**config.mk**
```make
export PLATFORM = sky130hd
export DESIGN_NAME = parity_serial_tx
export DESIGN_NICKNAME = d
export VERILOG_FILES = /design/src/rtl/parity_serial_tx.sv
export SDC_FILE = /design/constraint.sdc
export NUM_CORES = 1
export LEC_CHECK = 0
export BUFFER_PORTS_ARGS = -buffer_cell sky130_fd_sc_hd__buf_2
export CAP_MARGIN = 20
export CELL_PAD_IN_SITES_DETAIL_PLACEMENT = 1
export CELL_PAD_IN_SITES_GLOBAL_PLACEMENT = 1
export CORE_UTILIZATION = 47
export DETAILED_ROUTE_END_ITERATION = 12
export PLACE_DENSITY = 0.79
export SLEW_MARGIN = 25
export SYNTH_ARGS = -nofsm -noshare
export SYNTH_HDL_FRONTEND = slang
export SYNTH_SLANG_ARGS = --single-unit
```
**constraint.sdc**
```tcl
create_clock -name clk -period 3.1 [get_ports clk]
set_input_delay 0 -clock clk [delete_from_list [all_inputs] [get_ports clk]]
set_output_delay 0 -clock clk [all_outputs]
set_load 0.03 [all_outputs]
```
**src/rtl/parity_serial_tx.sv**
```systemverilog
// Serial frame transmitter with generated parity bit. Frame on s: start (0),
// WIDTH data bits LSB first, parity, stop (1); the line idles high.
module parity_serial_tx #(
  parameter int WIDTH      = 8,
  parameter bit PARITY_ODD = 1'b0
) (
  input  logic             clk,
  input  logic             reset,
  input  logic             start,
  input  logic [WIDTH-1:0] data,
  output logic             s,
  output logic             busy,
  output logic             done
);

  localparam int             CW   = $clog2(WIDTH) + 1;
  localparam logic [CW-1:0]  LAST = CW'(WIDTH - 1);

  typedef enum logic [2:0] {
    IDLE   = 3'd0,
    START  = 3'd1,
    DATA   = 3'd2,
    PARITY = 3'd3,
    STOP   = 3'd4
  } state_t;

  state_t           state_q, state_d;
  logic [WIDTH-1:0] sreg_q,  sreg_d;
  logic [CW-1:0]    cnt_q,   cnt_d;
  logic             par_q,   par_d;
  logic             s_d, busy_d, done_d;

  // The output registers are loaded with the value belonging to the state
  // being entered, so s/busy/done change on the same edge as the state and
  // there is no combinational path from start or data to any output.
  always_comb begin
    // NOTE: every signal gets a default first so no path through the case
    // leaves one unassigned, which would otherwise infer a latch.
    state_d = state_q;
    sreg_d  = sreg_q;
    cnt_d   = cnt_q;
    par_d   = par_q;
    s_d     = 1'b1;
    busy_d  = 1'b0;
    done_d  = 1'b0;

    case (state_q)
      IDLE: begin
        if (start) begin
          state_d = START;
          sreg_d  = data;
          cnt_d   = '0;
          par_d   = PARITY_ODD;
          s_d     = 1'b0;
          busy_d  = 1'b1;
        end
      end

      START: begin
        // Bit 0 goes onto the line and into the parity as DATA is entered.
        state_d = DATA;
        s_d     = sreg_q[0];
        sreg_d  = sreg_q >> 1;
        par_d   = par_q ^ sreg_q[0];
        busy_d  = 1'b1;
      end

      DATA: begin
        busy_d = 1'b1;
        if (cnt_q == LAST) begin
          state_d = PARITY;
          s_d     = par_q;
        end else begin
          s_d    = sreg_q[0];
          sreg_d = sreg_q >> 1;
          par_d  = par_q ^ sreg_q[0];
          cnt_d  = cnt_q + CW'(1);
        end
      end

      PARITY: begin
        state_d = STOP;
        busy_d  = 1'b1;
        done_d  = 1'b1;
      end

      STOP: begin
        state_d = IDLE;
      end

      default: begin
        state_d = IDLE;
      end
    endcase
  end

  always_ff @(posedge clk or posedge reset) begin
    if (reset) begin
      // NOTE: the shift register is reset along with the control state; it
      // is a single word of flops, not a memory array, so the cost is small
      // and a post-reset dump of the datapath is deterministic.
      state_q <= IDLE;
      sreg_q  <= '0;
      cnt_q   <= '0;
      par_q   <= 1'b0;
      s       <= 1'b1;
      busy    <= 1'b0;
      done    <= 1'b0;
    end else begin
      // NOTE: non-blocking assignments so every register samples the
      // pre-edge values regardless of statement order.
      state_q <= state_d;
      sreg_q  <= sreg_d;
      cnt_q   <= cnt_d;
      par_q   <= par_d;
      s       <= s_d;
      busy    <= busy_d;
      done    <= done_d;
    end
  end

endmodule

```
==> run_results.csv <==
group,metric,value,unit
run_status,status,"complete, no violations",
cts,clkTransAtPathRegs,0.11,ns
logic_synthesis,synth_top_cells_by_area,"dfrtp_1 (47%), mux2_2 (14%), nor2_8 (4.2%), dfstp_2 (2.7%), nor2_1 (2.7%)",
route,first_pass_iters,4,
sta,clock.fmax,0.5522,GHz
setup_path,reg2reg_slack,1.29,ns
logic_synthesis,synth_cell_types,31,
sta,period_minus_slack,1.811,ns
setup_path,critPathArrivalTime,2.00,ns
placed_design,place_hpwl,1.318,mm
pwr,peakVddDrop,0.0004395,V
logic_synthesis,synth-compound-area-share,0.09150,
logic_synthesis,synth_edf_count,0,
die,fp.dieW,47.13,microns
logic_synthesis,muxShareOfSynthArea,0.1739,
setup_path,critPathKind,"flip-flop to flip-flop",
logic_synthesis,synth_fa_ha_area_frac,0.01307,
grt,grt_usage,0.2051,
finish,drive_above_1_share,0.3646,
logic_synthesis,synth_cells,78,
route,vias,664,
sta,hold_viol_final,0,
sta,relSlewSlack,0.5076,
logic_synthesis,synth_top_area_cell,"dfrtp_1",
setup_path,crit_fanout,8,
cts,cts.sinks,19,
placed_design,place.port_buffers,13,
grt,grt_pass1_wl,2.960,mm
die,dieHeight,47.13,microns
grt,grt_max_degree,20,
finish,insertedDiodeCount,0,
setup_path,worstSetupEndpointType,"flip-flop",
route,route.final.wire_length,1.859,mm
finish,layout_common_cells,"dfrtp_1 (18), buf_2 (13), mux2_2 (12)",
setup_path,crit_required,3.29,ns
cts,cts_root_buffer,"clkbuf_4",
route,drc,0,
die,rows,15,
grt,antenna_found_initial,0,
sta,tightest_slew,0.7378,ns
logic_synthesis,synth_area,957.2,sq um
cts,cts_tree,"done",
sta,setup_viol,0,
finish,final_common_cell,"dfrtp_1",
logic_synthesis,yosys_warnings,0,
placed_design,placed_cell_area,0.001023,sq mm
sta,fin_crit_sh,0.5842,
logic_synthesis,synth-simple-area-share,0.1752,
finish,final_cell_area,0.001090,sq mm
grt,grt_pass1_vias,676,
cts,cts_buffers,3,
die,start_util,0.5258,
logic_synthesis,synthArstFlopShare,1.000,
logic_synthesis,synth_xor_area_frac,0.009150,
finish,areaGrowthSynthToFinish,13.86,%
logic_synthesis,synth_nets,90,
grt,overflow,0,
die,ios,14,
pwr,leakagePower,0.5112,nW
logic_synthesis,ys_seq_area_frac,0.4980,
cts,cts.htree.levels,1,
logic_synthesis,synth_top_area_share,0.4706,
logic_synthesis,synth_top_family_by_area,"simple AND/OR/NAND/NOR gates",
min_path,hp-class,"input port to flip-flop",
route,ant_nets,0,
finish,final_nets,109,
sta,maxSlewViolCount,0,
flow_run,drv_cap,0,
route,first_iter_violations,3,
logic_synthesis,avgSynthCellArea,12.27,sq um
logic_synthesis,synth_ff_type,"dfrtp_1",
die,core_area,0.001821,sq mm
logic_synthesis,synth-seq-cells,19,
die,die-area,0.002221,sq mm
sta,grt_setup_unrepaired,"no",
sta,fin_tns_setup,0,ns
cts,clockBufferDepth,2,
pwr,p_per_area,1090,mW/mm^2
route,viasPerCell,5.488,
sta,clock_skew,0.004845,ns
placed_design,gp_congestion,0.7677,
cts,clkLatencyLatePin,0.30,ns
setup_path,startpoint_type,"flip-flop",
route,wl_per_cell,15.36,microns
path summary, 6_finish.rpt:
kind	start	to	depth (start not counted)
hold / removal	data[1]	sreg_q[1]$_DFFE_PP0P_	3
setup reg to reg	state_q[1]$_DFFE_PP0P_	sreg_q[4]$_DFFE_PP0P_	4
min in group asynchronous	reset	sreg_q[1]$_DFFE_PP0P_	3
hold reg to reg	sreg_q[1]$_DFFE_PP0P_	sreg_q[1]$_DFFE_PP0P_	1
max in group asynchronous	reset	cnt_q[3]$_DFFE_PP0P_	3
setup / recovery	state_q[1]$_DFFE_PP0P_	sreg_q[4]$_DFFE_PP0P_	4
timing repair:
item,in CTS,in global routing
setup buffers,0,0
gates resized for setup,0,0
hold endpoints to repair,21,0
hold buffers,4,0
sequential cells by signal (all words and copies together), names as in the netlist:
| signal | flops |
|---|---|
| sreg_q | 8 |
| done | 1 |
| par_q | 1 |
| busy | 1 |
| cnt_q | 4 |
| state_q | 3 |
| s | 1 |
stage by stage:
step	utilization	hold slack (ns)	setup WS [ns]	instances	power, mW
finish	0.5986	0.04088	1.289	121	1.188
CTS	0.5986	0.03568	1.278	121	1.205
floorplan	-	-0.04961	1.458	78	0.9787
global placement	0.5622	0.1450	1.388	113	1.036
global route	0.5986	0.04902	1.204	121	1.281
detailed placement	0.5622	0.1630	1.296	113	1.069
metal layers:
metal / part of all wire / track usage / vias to the layer above / wire (microns)
li1: - / - / 313 / -
met1: 0.43 / 0.2446 / 333 / 806
met2: 0.51 / 0.3389 / 13 / 956
met3: 0.026 / 0.04615 / 5 / 48
met4: 0.025 / 0.1200 / 0 / 47
met5: 0 / 0 / - / 0
power breakdown:
| group | total, mW | switching (mW) | internal (mW) |
|---|---|---|---|
| Clock | 0.128 | 0.0780 | 0.0502 |
| Sequential | 0.453 | 0.0878 | 0.365 |
| Combinational | 0.607 | 0.309 | 0.298 |
cells in the mapped netlist, types with 2 or more instances:
library cell,count
o21ai_0,5
nand3b_1,2
mux2i_1,2
nor2_1,7
nor2_8,2
buf_6,2
nand2_1,5
dfrtp_1,18
inv_1,2
mux2_2,12
kinds of logic after synthesis:
| group | Yosys count |
|---|---|
| AND/OR/NAND/NOR | 24 |
| AO/OA/AOI/OAI | 13 |
| flip-flops | 19 |
| multiplexers | 15 |
| XOR/XNOR | 1 |
| adder cells (fa/ha/maj) | 1 |
| buffers and inverters | 5 |
worst max-delay path: stages (launching register included):
cell and delay [ns]:
dfrtp_1 0.48, nand2_1 0.14, or3b_1 0.50, nor2_8 0.21
mux2_2 0.36
area by class of cell:
| type | count | area [sq um] |
|---|---|---|
| inverters | 2 | 7.507 |
| well taps | 25 | 31.28 |
| multi-input cells | 54 | 442.9 |
| flip-flops and latches | 19 | 476.7 |
| fillers | 208 | 730.7 |
| clock buffers | 4 | 26.28 |
| repair buffers | 17 | 105.1 |
Note: power is estimated with default switching activity, not from simulation.
